--- src/rtl/ram_pkg.sv ---
// rtl/ram_pkg.sv - shared RAM widths, direction encodings and controller FSM states
package ram_pkg;
  localparam int ADDR_W_DEF = 2;
  localparam int DATA_W_DEF = 4;

  localparam logic RW_READ  = 1'b0;
  localparam logic RW_WRITE = 1'b1;

  typedef enum logic [1:0] {
    ST_IDLE   = 2'd0,
    ST_SETUP  = 2'd1,
    ST_ACCESS = 2'd2,
    ST_RESP   = 2'd3
  } state_e;
endpackage

--- src/rtl/ram_access_master_if.sv ---
// rtl/ram_access_master_if.sv - client request/response channels plus RAM pin bundle
interface ram_access_master_if
  import ram_pkg::*;
#(
  parameter int ADDR_W = ADDR_W_DEF,
  parameter int DATA_W = DATA_W_DEF
) ();
  logic              req_valid;
  logic              req_ready;
  logic              req_write;
  logic [ADDR_W-1:0] req_addr;
  logic [DATA_W-1:0] req_wdata;
  logic              rsp_valid;
  logic              rsp_ready;
  logic              rsp_write;
  logic [DATA_W-1:0] rsp_data;
  logic              busy;
  logic              mem_read_write;
  logic              mem_en;
  logic [ADDR_W-1:0] mem_address;
  logic [DATA_W-1:0] mem_in;
  logic [DATA_W-1:0] mem_out;

  // master: the controller itself; slave: the client together with the RAM
  modport master (
    input  req_valid, req_write, req_addr, req_wdata, rsp_ready, mem_out,
    output req_ready, rsp_valid, rsp_write, rsp_data, busy,
           mem_read_write, mem_en, mem_address, mem_in
  );

  modport slave (
    output req_valid, req_write, req_addr, req_wdata, rsp_ready, mem_out,
    input  req_ready, rsp_valid, rsp_write, rsp_data, busy,
           mem_read_write, mem_en, mem_address, mem_in
  );
endinterface

--- src/rtl/ram_access_timer.sv ---
// rtl/ram_access_timer.sv - loadable down-counter flagging the last cycle of an access
module ram_access_timer #(
  parameter int CNT_W = 1
) (
  input  logic             clk,
  input  logic             rst_n,
  input  logic             load_i,
  input  logic [CNT_W-1:0] load_val_i,
  input  logic             en_i,
  output logic             done_o
);
  logic [CNT_W-1:0] cnt_q, cnt_d;

  always_comb begin
    cnt_d = cnt_q;
    if (load_i) begin
      cnt_d = load_val_i;
    end else if (en_i && (cnt_q != '0)) begin
      cnt_d = cnt_q - CNT_W'(1);
    end
  end

  always_ff @(posedge clk or negedge rst_n) begin
    if (!rst_n) begin
      cnt_q <= '0;
    end else begin
      cnt_q <= cnt_d;
    end
  end

  // Count of 1 means the current enabled cycle is the final one
  assign done_o = en_i && (cnt_q == CNT_W'(1));
endmodule

--- src/rtl/ram_access_master.sv ---
// rtl/ram_access_master.sv - sequences one RAM read/write per client command with registered outputs
module ram_access_master
  import ram_pkg::*;
#(
  parameter int ADDR_W     = ADDR_W_DEF,
  parameter int DATA_W     = DATA_W_DEF,
  parameter int READ_WAIT  = 1,
  parameter int WRITE_HOLD = 1
) (
  input logic               clk,
  input logic               rst_n,
  ram_access_master_if.master bus
);
  localparam int MAX_N = (READ_WAIT > WRITE_HOLD) ? READ_WAIT : WRITE_HOLD;
  localparam int CNT_W = $clog2(MAX_N + 1);

  if (READ_WAIT < 1 || WRITE_HOLD < 1) begin : g_bad_timing
    $error("ram_access_master: READ_WAIT and WRITE_HOLD must be at least 1");
  end

  state_e            state_q, state_d;
  logic              req_ready_q, req_ready_d;
  logic              rsp_valid_q, rsp_valid_d;
  logic              rsp_write_q, rsp_write_d;
  logic [DATA_W-1:0] rsp_data_q, rsp_data_d;
  logic              busy_q, busy_d;
  logic              mem_rw_q, mem_rw_d;
  logic              mem_en_q, mem_en_d;
  logic [ADDR_W-1:0] mem_addr_q, mem_addr_d;
  logic [DATA_W-1:0] mem_in_q, mem_in_d;

  logic             timer_load;
  logic             timer_en;
  logic             timer_done;
  logic [CNT_W-1:0] timer_val;

  assign timer_load = (state_q == ST_SETUP);
  assign timer_en   = (state_q == ST_ACCESS);
  assign timer_val  = (mem_rw_q == RW_WRITE) ? CNT_W'(WRITE_HOLD) : CNT_W'(READ_WAIT);

  ram_access_timer #(.CNT_W(CNT_W)) u_timer (
    .clk        (clk),
    .rst_n      (rst_n),
    .load_i     (timer_load),
    .load_val_i (timer_val),
    .en_i       (timer_en),
    .done_o     (timer_done)
  );

  always_comb begin
    state_d     = state_q;
    req_ready_d = req_ready_q;
    rsp_valid_d = rsp_valid_q;
    rsp_write_d = rsp_write_q;
    rsp_data_d  = rsp_data_q;
    busy_d      = busy_q;
    mem_rw_d    = mem_rw_q;
    mem_en_d    = mem_en_q;
    mem_addr_d  = mem_addr_q;
    mem_in_d    = mem_in_q;

    unique case (state_q)
      ST_IDLE: begin
        // The mem_* registers double as the command latch, so SETUP already sees them
        req_ready_d = 1'b1;
        busy_d      = 1'b0;
        mem_en_d    = 1'b0;
        if (bus.req_valid && req_ready_q) begin
          state_d     = ST_SETUP;
          req_ready_d = 1'b0;
          busy_d      = 1'b1;
          mem_addr_d  = bus.req_addr;
          mem_in_d    = bus.req_wdata;
          mem_rw_d    = bus.req_write;
        end
      end
      ST_SETUP: begin
        state_d  = ST_ACCESS;
        mem_en_d = 1'b1;
      end
      ST_ACCESS: begin
        if (timer_done) begin
          state_d     = ST_RESP;
          mem_en_d    = 1'b0;
          rsp_valid_d = 1'b1;
          rsp_write_d = mem_rw_q;
          rsp_data_d  = (mem_rw_q == RW_WRITE) ? mem_in_q : bus.mem_out;
        end
      end
      ST_RESP: begin
        if (rsp_valid_q && bus.rsp_ready) begin
          state_d     = ST_IDLE;
          rsp_valid_d = 1'b0;
          req_ready_d = 1'b1;
          busy_d      = 1'b0;
        end
      end
      default: state_d = ST_IDLE;
    endcase
  end

  always_ff @(posedge clk or negedge rst_n) begin
    if (!rst_n) begin
      state_q     <= ST_IDLE;
      req_ready_q <= 1'b0;
      rsp_valid_q <= 1'b0;
      rsp_write_q <= 1'b0;
      rsp_data_q  <= '0;
      busy_q      <= 1'b0;
      mem_rw_q    <= RW_READ;
      mem_en_q    <= 1'b0;
      mem_addr_q  <= '0;
      mem_in_q    <= '0;
    end else begin
      state_q     <= state_d;
      req_ready_q <= req_ready_d;
      rsp_valid_q <= rsp_valid_d;
      rsp_write_q <= rsp_write_d;
      rsp_data_q  <= rsp_data_d;
      busy_q      <= busy_d;
      mem_rw_q    <= mem_rw_d;
      mem_en_q    <= mem_en_d;
      mem_addr_q  <= mem_addr_d;
      mem_in_q    <= mem_in_d;
    end
  end

  assign bus.req_ready      = req_ready_q;
  assign bus.rsp_valid      = rsp_valid_q;
  assign bus.rsp_write      = rsp_write_q;
  assign bus.rsp_data       = rsp_data_q;
  assign bus.busy           = busy_q;
  assign bus.mem_read_write = mem_rw_q;
  assign bus.mem_en         = mem_en_q;
  assign bus.mem_address    = mem_addr_q;
  assign bus.mem_in         = mem_in_q;
endmodule

--- src/flat_wrapper.sv ---
// flat-port wrapper written by rule: the top's interface ports become plain ports
module ram_access_master_flat import ram_pkg::*;
#(
  parameter int ADDR_W     = ADDR_W_DEF,
  parameter int DATA_W     = DATA_W_DEF,
  parameter int READ_WAIT  = 1,
  parameter int WRITE_HOLD = 1
)
  (clk, rst_n, bus_req_valid, bus_req_write, bus_req_addr, bus_req_wdata, bus_rsp_ready, bus_mem_out, bus_req_ready, bus_rsp_valid, bus_rsp_write, bus_rsp_data, bus_busy, bus_mem_read_write, bus_mem_en, bus_mem_address, bus_mem_in);
  ram_access_master_if #(.ADDR_W(ADDR_W), .DATA_W(DATA_W)) bus_i ();
  input logic clk;
  input logic rst_n;
  input wire logic [$bits(bus_i.req_valid)-1:0] bus_req_valid;
  input wire logic [$bits(bus_i.req_write)-1:0] bus_req_write;
  input wire logic [$bits(bus_i.req_addr)-1:0] bus_req_addr;
  input wire logic [$bits(bus_i.req_wdata)-1:0] bus_req_wdata;
  input wire logic [$bits(bus_i.rsp_ready)-1:0] bus_rsp_ready;
  input wire logic [$bits(bus_i.mem_out)-1:0] bus_mem_out;
  output wire logic [$bits(bus_i.req_ready)-1:0] bus_req_ready;
  output wire logic [$bits(bus_i.rsp_valid)-1:0] bus_rsp_valid;
  output wire logic [$bits(bus_i.rsp_write)-1:0] bus_rsp_write;
  output wire logic [$bits(bus_i.rsp_data)-1:0] bus_rsp_data;
  output wire logic [$bits(bus_i.busy)-1:0] bus_busy;
  output wire logic [$bits(bus_i.mem_read_write)-1:0] bus_mem_read_write;
  output wire logic [$bits(bus_i.mem_en)-1:0] bus_mem_en;
  output wire logic [$bits(bus_i.mem_address)-1:0] bus_mem_address;
  output wire logic [$bits(bus_i.mem_in)-1:0] bus_mem_in;
  assign bus_i.req_valid = bus_req_valid;
  assign bus_i.req_write = bus_req_write;
  assign bus_i.req_addr = bus_req_addr;
  assign bus_i.req_wdata = bus_req_wdata;
  assign bus_i.rsp_ready = bus_rsp_ready;
  assign bus_i.mem_out = bus_mem_out;
  assign bus_req_ready = bus_i.req_ready;
  assign bus_rsp_valid = bus_i.rsp_valid;
  assign bus_rsp_write = bus_i.rsp_write;
  assign bus_rsp_data = bus_i.rsp_data;
  assign bus_busy = bus_i.busy;
  assign bus_mem_read_write = bus_i.mem_read_write;
  assign bus_mem_en = bus_i.mem_en;
  assign bus_mem_address = bus_i.mem_address;
  assign bus_mem_in = bus_i.mem_in;
  ram_access_master #(.ADDR_W(ADDR_W), .DATA_W(DATA_W), .READ_WAIT(READ_WAIT), .WRITE_HOLD(WRITE_HOLD)) u_core (.clk(clk), .rst_n(rst_n), .bus(bus_i));
endmodule
--- config.mk ---
export PLATFORM = sky130hd
export DESIGN_NAME = ram_access_master_flat
export DESIGN_NICKNAME = d
export VERILOG_FILES = /design/src/rtl/ram_pkg.sv /design/src/rtl/ram_access_master_if.sv /design/src/rtl/ram_access_timer.sv /design/src/rtl/ram_access_master.sv /design/src/flat_wrapper.sv
export SDC_FILE = /design/constraint.sdc
export NUM_CORES = 1
export LEC_CHECK = 0
export ABC_AREA = 1
export BUFFER_PORTS_ARGS = -buffer_cell sky130_fd_sc_hd__buf_2
export CORE_MARGIN = 3
export CORE_UTILIZATION = 48
export CTS_CLUSTER_SIZE = 30
export DETAILED_ROUTE_END_ITERATION = 8
export GPL_ROUTABILITY_DRIVEN = 1
export GPL_TIMING_DRIVEN = 1
export PLACE_DENSITY = 0.83
export SLEW_MARGIN = 20
export SYNTH_ARGS = -nofsm -noshare
export SYNTH_HDL_FRONTEND = slang
export SYNTH_SLANG_ARGS = --single-unit
--- constraint.sdc ---
create_clock -name clk -period 1.4 [get_ports clk]
set_input_delay 0.28 -clock clk [delete_from_list [all_inputs] [get_ports clk]]
set_output_delay 0.28 -clock clk [all_outputs]
set_load 0.05 [all_outputs]
* After elaboration in Yosys (flattened, before gate mapping)
Index checks and enable logic that the tools add are counted.
** Operators by class
- $add $sub $neg :: 1
- $mul :: 0
- Divide/modulo/power cells :: 0
- Order comparisons :: 0
- Eq/ne operators :: 6
- Shift-type cells :: 0
- Mux-type cells :: 17
- Bitwise gates (word level) :: 0
- Reductions and logical operators :: 14
** Operators with widths (count)
- $mux W1 :: 8
- $pmux W2 S4 :: 1
- $reduce_and A2 Y1 :: 4
- $mux W2 :: 3
- $ne A2 B1 Y1 const B :: 3
- $pmux W1 S2 :: 3
- $reduce_and A3 Y1 :: 2
- $reduce_bool A2 Y1 :: 3
- $eq A2 B2 Y1 const B :: 2
- $mux W4 :: 1
- $logic_and A1 B1 Y1 :: 3
- $pmux W1 S3 :: 1
- $reduce_bool A3 Y1 :: 1
- $eq A2 B1 Y1 const B :: 1
- $logic_not A2 Y1 :: 1
- $sub A1 B1 Y1 const B :: 1
** Storage, ports and cells
- Flip-flop bits (word level) :: 19
- Latch bits :: 0
- Bits in writable memories :: 0
- ROM bits :: 0
- Input bits :: 15
- Output and inout port bits :: 16
- Memories kept :: 0

* Longest topological paths before layout
Gate-level depths: netlist of run 1.
- Depth in word-level cells :: 4
- Mapped depth :: 7
- Mapped depth without buffers :: 7

* Modules after synthesis
From an unflattened synthesis of run 1, not the netlist that was laid out.
** Unflattened totals
- Cell total of the unflattened synthesis :: 115
- Area total of the unflattened synthesis :: 982.2 um^2
** By module, submodules not included
- ram_access_master :: instances 1, cells an instance 107, area an instance 929.6 um^2, seq. area each 450.4 um^2
- ram_access_timer :: instances 1, cells an instance 8, area an instance 52.6 um^2, seq. area each 25.0 um^2

* Worst setup path before layout of run 1
Ideal clock, no wire load.
- Kind :: register to register
- Start :: reg u_core.req_ready_q, in the netlist u_core.bus.req_ready
- End :: reg u_core.mem_in_q[0], in the netlist u_core.bus.mem_in[0]
- Library setup time :: 120 ps
- Arrival :: 1145 ps
- Required time :: 1280 ps
- Path slack :: 135 ps
- Stages on the path, launching flop included :: 5
- Cells stage by stage :: dfrtp_1 > nand3_2 > buf_6 > nand2_1 > o21ai_2
** On the way
- Longest elaborated chain between the ends :: 2
** RTL lines
- start: declaration :: RTL line ram_access_master.sv:22 : logic req_ready_q, req_ready_d;
- start signal: assignment :: RTL line ram_access_master.sv:116 : req_ready_q <= req_ready_d;
- $logic_and A1 B1 Y1 :: RTL line ram_access_master.sv:68 : if (bus.req_valid && req_ready_q) begin
- $reduce_and A2 Y1 (no line)
- end signal: assignment :: RTL line ram_access_master.sv:124 : mem_in_q <= mem_in_d;
- end: declaration :: RTL line ram_access_master.sv:30 : logic [DATA_W-1:0] mem_in_q, mem_in_d;
Every way passes these cells.
A chain may end at the register's enable or synchronous reset.

* Final worst setup path of run 1
- Start :: reg u_core.state_q[1]
- End :: reg u_core.mem_in_q[0], in the netlist u_core.bus.mem_in[0]
** On the way
- Longest elaborated chain between the ends :: 2
** RTL lines
- start: declaration :: RTL line ram_access_master.sv:21 : state_e state_q, state_d;
- start signal: assignment :: RTL line ram_access_master.sv:115 : state_q <= state_d;
- $logic_not A2 Y1 :: RTL line ram_access_master.sv:62 : unique case (state_q)
- $reduce_and A2 Y1 (no line)
Every way passes these cells.

==> flow_summary.json, run 1 <==
{
  "outcome": "complete, no violations",
  "slew_headroom_pct": 72.5,
  "grt_pass1_vias": 733,
  "drtIter0Drc": 16,
  "cts_num_sinks": 19,
  "fmax_ghz": 0.753,
  "routed_wl_mm": 1.92,
  "finalCriticalPeriod_ns": 1.33,
  "diodes": 0,
  "overflow": 0,
  "antenna_found_initial": 0,
  "fin_setup_tns_ns": 0,
  "critical_path_arrival_ns": 1.52,
  "routed_via_density": 4.65,
  "fin_hold_ws_ns": 0.209,
  "endpoint_kind": "flip-flop",
  "grt_start_max_net_pins": 20,
  "cp_slowest_cell": "dfrtp_1",
  "chipWidth_um": 50.2,
  "layout.nets": 167,
  "htreeDepth": 1,
  "place_ws_ns": 0.0508,
  "post-dp-hpwl_mm": 1.44,
  "initial_core_util_pct": 52.6,
  "finalHoldViolations": 0,
  "port_buffers": 30,
  "fin_worst_skew_ns": 0.00282,
  "wl_per_cell_um": 11.3,
  "tightest_slew_ns": 0.412,
  "critPathKind": "reg -> reg",
  "required_ns": 1.60,
  "clock_latency_ns": 0.30,
  "place_congestion": 0.747,
  "core-area_sq_um": 1780,
  "die-area_sq_um": 2520,
  "vias": 790,
  "ant_nets": 0,
  "path_max_fanout": 10,
  "fin_ws_ns": 0.0724,
  "dr.pass1.iters": 4,
  "synth_seq_cells": 19,
  "numCtsBuffers": 3,
  "syn-cell-area_sq_um": 938,
  "cts_tree": "done",
  "synth_cell_types": 15,
  "io_pins": 31,
  "period_share_pct": 94.8,
  "rsz0062_at_grt": "no",
  "hold_path_class": "in -> reg",
  "yosysSeqAreaShare_pct": 50.7,
  "dp.cells": 165,
  "cts_buffer_depth": 2,
  "worstSetupStartpointType": "flip-flop",
  "drv_slew": 0,
  "grt_pass1_wl_mm": 3.22,
  "syn_nets": 129,
  "cap_violations": 0,
  "setup_viol": 0,
  "grtUsageTotal_pct": 16.6,
  "clkTransAtPathRegs_ns": 0.10,
  "drc_errors": 0,
  "crit_chain": "inv_1 -> ha_2 -> nand3_2 -> buf_12 -> nand2_1 -> o21ai_2",
  "final_cells": 170,
  "area_delta_synth_final_pct": 26.5,
  "yosysWarnings": 0,
  "synth_cells": 108,
  "rows": 15,
  "slowest_delay_ns": 0.39,
  "drive_gt1_share_pct": 33.8,
  "cts_root_buf": "clkbuf_4",
  "syn_avg_cell_area_sq_um": 8.69,
  "fp.dieH_um": 50.2
}
placed cells by master (no fill, tap or decap), drive strengths merged:
cell         count
nor2             6
nand4            2
clkbuf           4
dfrtp           19
a21oi            9
ha               6
o21ai           12
nand3            3
dlygate4sd3      1
buf             33
nand2           34
inv             16
through the flow:
step                area, sq um  util, %
finish                     1190     66.6
global route               1190     66.6
CTS                        1180     66.2
detailed placement         1140     64.1
global placement           1140     64.1
floorplan                   938        -
what timing repair did:
| item | 4_1_cts | 5_1_grt |
|---|---|---|
| buffers inserted | 0 | 0 |
| hold endpoints to repair | 19 | 0 |
| hold buffers | 1 | 0 |
| gates resized for setup | 0 | 4 |
| endpoints found under the setup margin | 0 | 5 |
flip-flops by register name, indices dropped and copies added, names as in the netlist:
signal                     count
u_core.bus.rsp_write           1
u_core.bus.mem_in              4
u_core.bus.rsp_data            4
u_core.u_timer.cnt_q           1
u_core.bus.busy                1
u_core.bus.mem_en              1
u_core.bus.mem_address         2
u_core.bus.req_ready           1
u_core.bus.mem_read_write      1
u_core.state_q                 2
u_core.bus.rsp_valid           1
critical path: cells and delay by family, from the launching register on:
family,cells,cell delay (ns)
buffers and inverters,2,0.31
flip-flops,1,0.39
adder cells (fa/ha/maj),1,0.23
AND/OR/NAND/NOR,2,0.24
AO/OA/AOI/OAI,1,0.06
final timing paths:
kind | startpoint | endpoint | slack (ns) | cells past startpoint
setup / recovery | u_core.state_q[1]$_DFFE_PN0P_ | u_core.bus.mem_in[0]$_DFFE_PN0P_ | 0.07 | 6
hold / removal | bus_req_addr[1] | u_core.bus.mem_address[1]$_DFFE_PN0P_ | 0.21 | 3
setup reg to reg | u_core.state_q[1]$_DFFE_PN0P_ | u_core.bus.mem_in[0]$_DFFE_PN0P_ | 0.07 | 6
hold reg to reg | u_core.bus.busy$_DFFE_PN0P_ | u_core.bus.busy$_DFFE_PN0P_ | 0.48 | 2
max in group asynchronous | rst_n | u_core.state_q[1]$_DFFE_PN0P_ | 0.68 | 2
min in group asynchronous | rst_n | u_core.bus.rsp_data[2]$_DFFE_PN0P_ | 0.43 | 2
cell type report:
type	instances	area, sq um
well taps	25	31.3
multi-input cells	72	399
fillers	147	596
clock buffers	4	26.3
flip-flops and latches	19	475
repair buffers	34	195
inverters	16	60.1
routing by layer:
metal	vias up	global-route usage, %	wire, um
met5	-	0	0
met4	0	6.91	37
met3	5	2.67	102
met2	25	27.4	874
met1	347	21.5	903
li1	413	-	-
cell families (layout without fill, tap and decap cells):
| family | Yosys count | count (layout) | share of synthesized area, % |
|---|---|---|---|
| simple gates | 45 | 45 | 19.7 |
| fa+ha+maj | 6 | 6 | 8.00 |
| compound gates | 21 | 21 | 14.0 |
| flops | 19 | 19 | 50.7 |
| buf+inv | 17 | 54 | 7.60 |
synthesized netlist by cell type, drive strengths merged:
library cell   n  area [sq um]
o21ai         12          82.6
nand4          2          12.5
buf            1          11.3
ha             6          75.1
nor2           6          22.5
inv           16          60.1
a21oi          9          48.8
nand3          3          20.0
dfrtp         19           475
nand2         34           130
Power of run 1 is left out: the tool's default activity adds up to more than one toggle a clock period on the data nets, which glitch-free logic cannot reach.
==> run 2, diff against run 1 <==
Settings changed: CORE_UTILIZATION 48 to 49, PLACE_DENSITY 0.83 to 0.84, SYNTH_HIERARCHICAL set to 1.
==> run 2 against run 1 <==
  * Die area rose by 2.2%
  * Sequential share of layout area down 1.9 points
  * Hold slack improved by 0.00062 ns
  * Final cell count grew 4.1%
  * Via count increased by 7.3%
  * Critical path type unchanged
  * Critical endpoint is now u_core/bus.mem_read_write$_DFFE_PN0P_
==> flow_summary.json, run 2 <==
{
  "syn_nets": 137,
  "grt_pass1_vias": 764,
  "powerDensity_nw_per_um2": 2670,
  "io_pins": 31,
  "syn_avg_cell_area_sq_um": 8.54,
  "grt_start_max_net_pins": 20,
  "outcome": "complete, no violations",
  "clkPwrFrac_pct": 8.2,
  "syn-cell-area_sq_um": 982,
  "yosysMostFrequentCell": "nand2_1",
  "clock_latency_ns": 0.30,
  "wl_per_cell_um": 11.6,
  "die-area_sq_um": 2580,
  "sw_frac_of_total_pct": 55.0,
  "antenna_found_initial": 0,
  "switchingPower_mw": 1.84,
  "diodes": 0,
  "core-area_sq_um": 1800,
  "fin_setup_tns_ns": 0,
  "synth_cells": 115,
  "path_max_fanout": 8,
  "routed_wl_mm": 2.06,
  "synth_top_cell_by_area": "dfrtp_1",
  "ir_drop_v": 0.00142,
  "yosysSeqAreaShare_pct": 48.4,
  "cts_tree": "done",
  "vias": 848,
  "p_leak_nw": 0.686,
  "netlist.area_leader.share_pct": 48.4,
  "period_share_pct": 93.3,
  "required_ns": 1.59,
  "critPathKind": "reg -> reg",
  "final_common_cell": "nand2_1",
  "routed_via_density": 4.79,
  "mostFrequentLayoutCells": "nand2_1, buf_2, dfrtp_1, inv_1",
  "setup_viol": 0,
  "num-fill-cells": 159,
  "multiInputGateArea_sq_um": 470,
  "finalHoldViolations": 0,
  "fp.dieH_um": 50.8,
  "overflow": 0,
  "dr.pass1.iters": 4,
  "place_congestion": 0.866,
  "rows": 15,
  "async_flop_share_pct": 100,
  "finalCriticalPeriod_ns": 1.31,
  "chipWidth_um": 50.8,
  "grtUsageTotal_pct": 16.7,
  "p_comb_share_pct": 61.5,
  "port_buffers": 30,
  "synth_edf_count": 0,
  "post-dp-hpwl_mm": 1.55,
  "endpoint_kind": "flip-flop",
  "cts_root_buf": "clkbuf_4",
  "p_int_mw": 1.51,
  "grt_pass1_wl_mm": 3.22,
  "numCtsBuffers": 3,
  "drtIter0Drc": 4,
  "initial_core_util_pct": 54.5,
  "cap_violations": 0,
  "fmax_ghz": 0.766,
  "synthTopCellsByArea": "dfrtp_1, nand2_1, ha_1",
  "drv_slew": 0,
  "critical_path_arrival_ns": 1.50,
  "area_delta_synth_final_pct": 27.5,
  "synth_seq_cells": 19,
  "cts_buffer_depth": 2,
  "postCtsSetupBuffers": 0,
  "yosys-top-cells-count": "nand2_1, dfrtp_1, inv_1",
  "cts_num_sinks": 19,
  "worstSetupStartpointType": "flip-flop",
  "fin_worst_skew_ns": 0.000617,
  "p_seq_share_pct": 30.3,
  "synthFlopType": "dfrtp_1",
  "fin_hold_ws_ns": 0.210,
  "yosysWarnings": 6,
  "register_area_sq_um": 478,
  "layout.nets": 175,
  "ant_nets": 0,
  "synth_cell_types": 14,
  "drc_errors": 0,
  "htreeDepth": 1,
  "hold_path_class": "in -> reg",
  "rsz0062_at_grt": "no",
  "drive_gt1_share_pct": 35.5,
  "clkTransAtPathRegs_ns": 0.10
}
[run 2: cell types whose count changed after synthesis, moves of 2 or more]
cell	before	now
o21ai_1	2	0
o21ai_0	4	1
nor2_1	6	8
nand3_1	2	6
inv_1	16	18
nand2_1	33	35
[run 2: cells by family (layout without fill, tap and decap cells)]
kind of cell             after synthesis  in the layout  share of synthesized area, %
AO/OA/AOI/OAI                         17             17                          11.7
buffers and inverters                 19             55                          8.02
other                                  1              1                         0.382
adder cells (fa/ha/maj)                7              7                          8.92
AND/OR/NAND/NOR                       52             53                          22.5
flip-flops                            19             19                          48.4
[run 2: path summary, 6_finish.rpt]
check | start | end | slack, ns | depth (start not counted)
setup reg to reg | u_core/state_q[1]$_DFFE_PN0P_ | u_core/bus.mem_read_write$_DFFE_PN0P_ | 0.09 | 5
setup / recovery | u_core/state_q[1]$_DFFE_PN0P_ | u_core/bus.mem_read_write$_DFFE_PN0P_ | 0.09 | 5
min in group asynchronous | rst_n | u_core/bus.mem_en$_DFFE_PN0P_ | 0.44 | 2
hold reg to reg | u_core/bus.mem_address[1]$_DFFE_PN0P_ | u_core/bus.mem_address[1]$_DFFE_PN0P_ | 0.49 | 2
hold / removal | bus_req_addr[1] | u_core/bus.mem_address[1]$_DFFE_PN0P_ | 0.21 | 3
max in group asynchronous | rst_n | u_core/bus.req_ready$_DFFE_PN0P_ | 0.64 | 2
[run 2: worst max-delay path: stages, from the launching register on]
cell     delay (ns)
dfrtp_2        0.48
inv_1          0.13
ha_2           0.27
nand3_4        0.14
nor2_1         0.14
a21oi_2        0.04
[run 2: metrics by stage]
stage / setup WS [ns] / power (mW) / cell area (sq um) / utilization, % / std cells
5_1_grt: 0.00583 / 3.59 / 1250 / 69.5 / 177
6_report: 0.0941 / 3.35 / 1250 / 69.5 / 177
3_3_place_gp: 0.0483 / 2.90 / 1170 / 64.8 / 171
4_1_cts: 0.00867 / 3.26 / 1210 / 67.0 / 176
3_5_place_dp: 0.00343 / 2.97 / 1170 / 64.8 / 171
2_1_floorplan: 0.0758 / 2.51 / 982 / - / 115
[run 2: what timing repair did]
action	4_1_cts	5_1_grt
setup endpoints to repair	2	16
pin swaps	0	1
hold endpoints to repair	19	0
gates cloned	0	1
gates resized for setup	1	11
hold buffers	1	0
[run 2: cell type report]
class | instances | area share (%)
Timing Repair Buffer | 33 | 14.2
Sequential cell | 19 | 38.2
Clock inverter | 1 | 0.400
Multi-Input combinational cell | 78 | 37.6
Inverter | 18 | 5.39
Tap cell | 25 | 2.50
Clock buffer | 3 | 1.80
[run 2: power by group through the flow]
stage	registers [mW]	clock network, mW	logic (mW)
2_1_floorplan	1.74	0	0.764
3_3_place_gp	0.991	0	1.91
3_5_place_dp	1.00	0	1.96
4_1_cts	0.993	0.282	1.98
5_1_grt	1.05	0.318	2.23
6_report	1.01	0.274	2.06
[run 2: routing by layer]
metal | GRT usage (%) | part of all wire (%) | wire (um) | up-vias
met2 | 30.4 | 50 | 1020 | 29
met4 | 5.38 | 1.3 | 27 | 0
met1 | 18.8 | 43 | 877 | 380
met3 | 4.15 | 6.3 | 129 | 4
li1 | - | - | - | 435
met5 | 0 | 0 | 0 | -
Power figures use the tool's default switching activity.
==> run 3, diff against run 2 <==
Settings changed: CORE_UTILIZATION 49 to 44, PLACE_DENSITY 0.84 to 0.8.
Clock period 1.4 ns to 1.1 ns, I/O delays scaled along.
==> run 3 against run 2 <==
  * The flow now finishes with violations (setup timing)
  * Global-route usage grew 5.6 points
  * Via count grew 27%
  * Maximum frequency shrank 5.4%
  * Clock-buffer cell count is the same
  * Flip-flop and latch count is the same
  * Clock skew grew 0.0040 ns
  * Total power grew 76%
  * Register-to-register slack lost 0.37 ns
  * Critical path depth grew 2
  * Largest power group unchanged
  * Highest routed layer unchanged
==> flow_summary.json, run 3 (synthesized netlist as in run 2, its figures left out) <==
{
  "dr.pass1.iters": 4,
  "routed_wl_mm": 3.39,
  "setup_viol": 27,
  "finalHoldViolations": 0,
  "grtUsageTotal_pct": 22.3,
  "mostFrequentLayoutCells": "nand2_1, buf_4, buf_6, dfrtp_1, buf_2",
  "required_ns": 1.29,
  "drtIter0Drc": 43,
  "core-area_sq_um": 2040,
  "die-area_sq_um": 2840,
  "fmax_ghz": 0.725,
  "rows": 16,
  "vias": 1077,
  "p_int_mw": 2.87,
  "sw_frac_of_total_pct": 51.4,
  "p_seq_share_pct": 22.6,
  "fin_area_sq_um": 1660,
  "outcome": "complete, but fails checks",
  "initial_core_util_pct": 48.1,
  "path_max_fanout": 5,
  "post-dp-hpwl_mm": 1.51,
  "critPathKind": "reg -> reg",
  "overflow": 0,
  "fp.dieH_um": 53.2,
  "cts_num_sinks": 19,
  "clkTransAtPathRegs_ns": 0.12,
  "switchingPower_mw": 3.04,
  "cts_root_buf": "clkbuf_4",
  "fin_util_pct": 81.2,
  "antenna_found_initial": 0,
  "cpMostUsedCell": "nand2_1",
  "cap_violations": 0,
  "clkPwrFrac_pct": 6.3,
  "area_delta_synth_final_pct": 68.8,
  "fin_ws_ns": -0.280,
  "wl_per_cell_um": 16.9,
  "hold_path_class": "in -> reg",
  "finalCriticalPeriod_ns": 1.38,
  "numCtsBuffers": 3,
  "htreeDepth": 1,
  "port_buffers": 30,
  "rsz0062_at_grt": "yes",
  "drc_errors": 0,
  "cts_tree": "done",
  "grt_pass1_vias": 989,
  "ir_drop_v": 0.00221,
  "powerDensity_nw_per_um2": 3560,
  "diodes": 0,
  "routed_via_density": 5.36,
  "slowest_delay_ns": 0.47,
  "fin_worst_skew_ns": 0.00463,
  "ant_nets": 0,
  "place_congestion": 0.777,
  "violations": "setup timing",
  "grt_start_max_net_pins": 20,
  "endpoint_kind": "flip-flop",
  "final_common_cell": "nand2_1",
  "placed_area_sq_um": 1250,
  "grt_pass1_wl_mm": 4.37,
  "drive_gt1_share_pct": 58.6,
  "io_pins": 31,
  "clock_latency_ns": 0.31,
  "p_comb_share_pct": 71.1,
  "layout.nets": 197,
  "crit_chain": "inv_2 -> ha_4 -> buf_6 -> nand2_2 -> nand3_2 -> nand2_1 -> nand2_1",
  "critical_path_arrival_ns": 1.57,
  "drv_slew": 0,
  "cp_slowest_cell": "dfrtp_2",
  "period_share_pct": 125,
  "chipWidth_um": 53.2,
  "worstSetupStartpointType": "flip-flop",
  "cts_buffer_depth": 2,
  "p_leak_nw": 0.841
}
[run 3: area by class of cell]
cell class | instances | area (sq um)
clock buffer | 3 | 22.5
clock inverter | 1 | 5.00
fill | 122 | 384
inverter | 18 | 77.6
multi-input combinational | 78 | 588
sequential | 19 | 479
tap | 27 | 33.8
timing repair buffer | 55 | 452
[run 3: worst max-delay path: cells and delay by family (launching register included)]
| family | cells | cell delay (ns) |
|---|---|---|
| and+or+nand+nor | 4 | 0.38 |
| DFF | 1 | 0.47 |
| buffers and inverters | 2 | 0.21 |
| adders and majority gates | 1 | 0.20 |
[run 3: power groups by stage]
| stage | Clock (mW) | Combinational, mW | Sequential (mW) |
|---|---|---|---|
| 5_1_grt | 0.410 | 4.46 | 1.36 |
| 3_5_place_dp | 0 | 2.71 | 1.32 |
| 3_3_place_gp | 0 | 2.65 | 1.31 |
| 2_1_floorplan | 0 | 1.08 | 2.25 |
| 6_report | 0.372 | 4.20 | 1.34 |
| 4_1_cts | 0.377 | 3.53 | 1.31 |
[run 3: per-stage QoR]
| stage | instances | TNS [ns] | power, mW | hold slack, ns | setup WS (ns) |
|---|---|---|---|---|---|
| 5_1_grt | 201 | -4.18 | 6.23 | 0.137 | -0.377 |
| 4_1_cts | 192 | -1.26 | 5.21 | 0.132 | -0.132 |
| 6_report | 201 | -2.84 | 5.91 | 0.135 | -0.280 |
| 3_5_place_dp | 178 | -2.53 | 4.03 | 0.179 | -0.227 |
| 2_1_floorplan | 115 | -1.04 | 3.33 | -0.0756 | -0.110 |
| 3_3_place_gp | 178 | -1.81 | 3.95 | 0.176 | -0.154 |
[run 3: timing repair]
item / CTS / global route
resized for setup: 52 / 19
hold buffers: 1 / 0
endpoints found under the hold margin: 19 / 0
setup endpoints to repair: 35 / 35
buffers inserted: 8 / 9
cloned: 1 / 0
pin swaps: 4 / 4
[run 3: layer usage]
metal	track usage (%)	share of wire (%)	vias to the layer above	wire (um)
met1	23.6	35	525	1170
li1	-	-	478	-
met3	3.10	5.7	18	193
met2	39.8	55	56	1850
met5	0	0	-	0
met4	15.7	5.2	0	175
[run 3: path summary, 6_finish.rpt]
path                       cells past startpoint                               endpoint                           from  slack, ns
min reg2reg                                    2            u_core/bus.busy$_DFFE_PN0P_    u_core/bus.busy$_DFFE_PN0P_       0.58
min                                            3  u_core/bus.mem_address[1]$_DFFE_PN0P_                bus_req_addr[1]       0.13
max reg2reg                                    7          u_core/state_q[1]$_DFFE_PN0P_  u_core/state_q[1]$_DFFE_PN0P_      -0.28
min in group asynchronous                      2     u_core/bus.rsp_data[2]$_DFFE_PN0P_                          rst_n       0.40
max                                            7          u_core/state_q[1]$_DFFE_PN0P_  u_core/state_q[1]$_DFFE_PN0P_      -0.28
max in group asynchronous                      2          u_core/state_q[1]$_DFFE_PN0P_                          rst_n       0.37
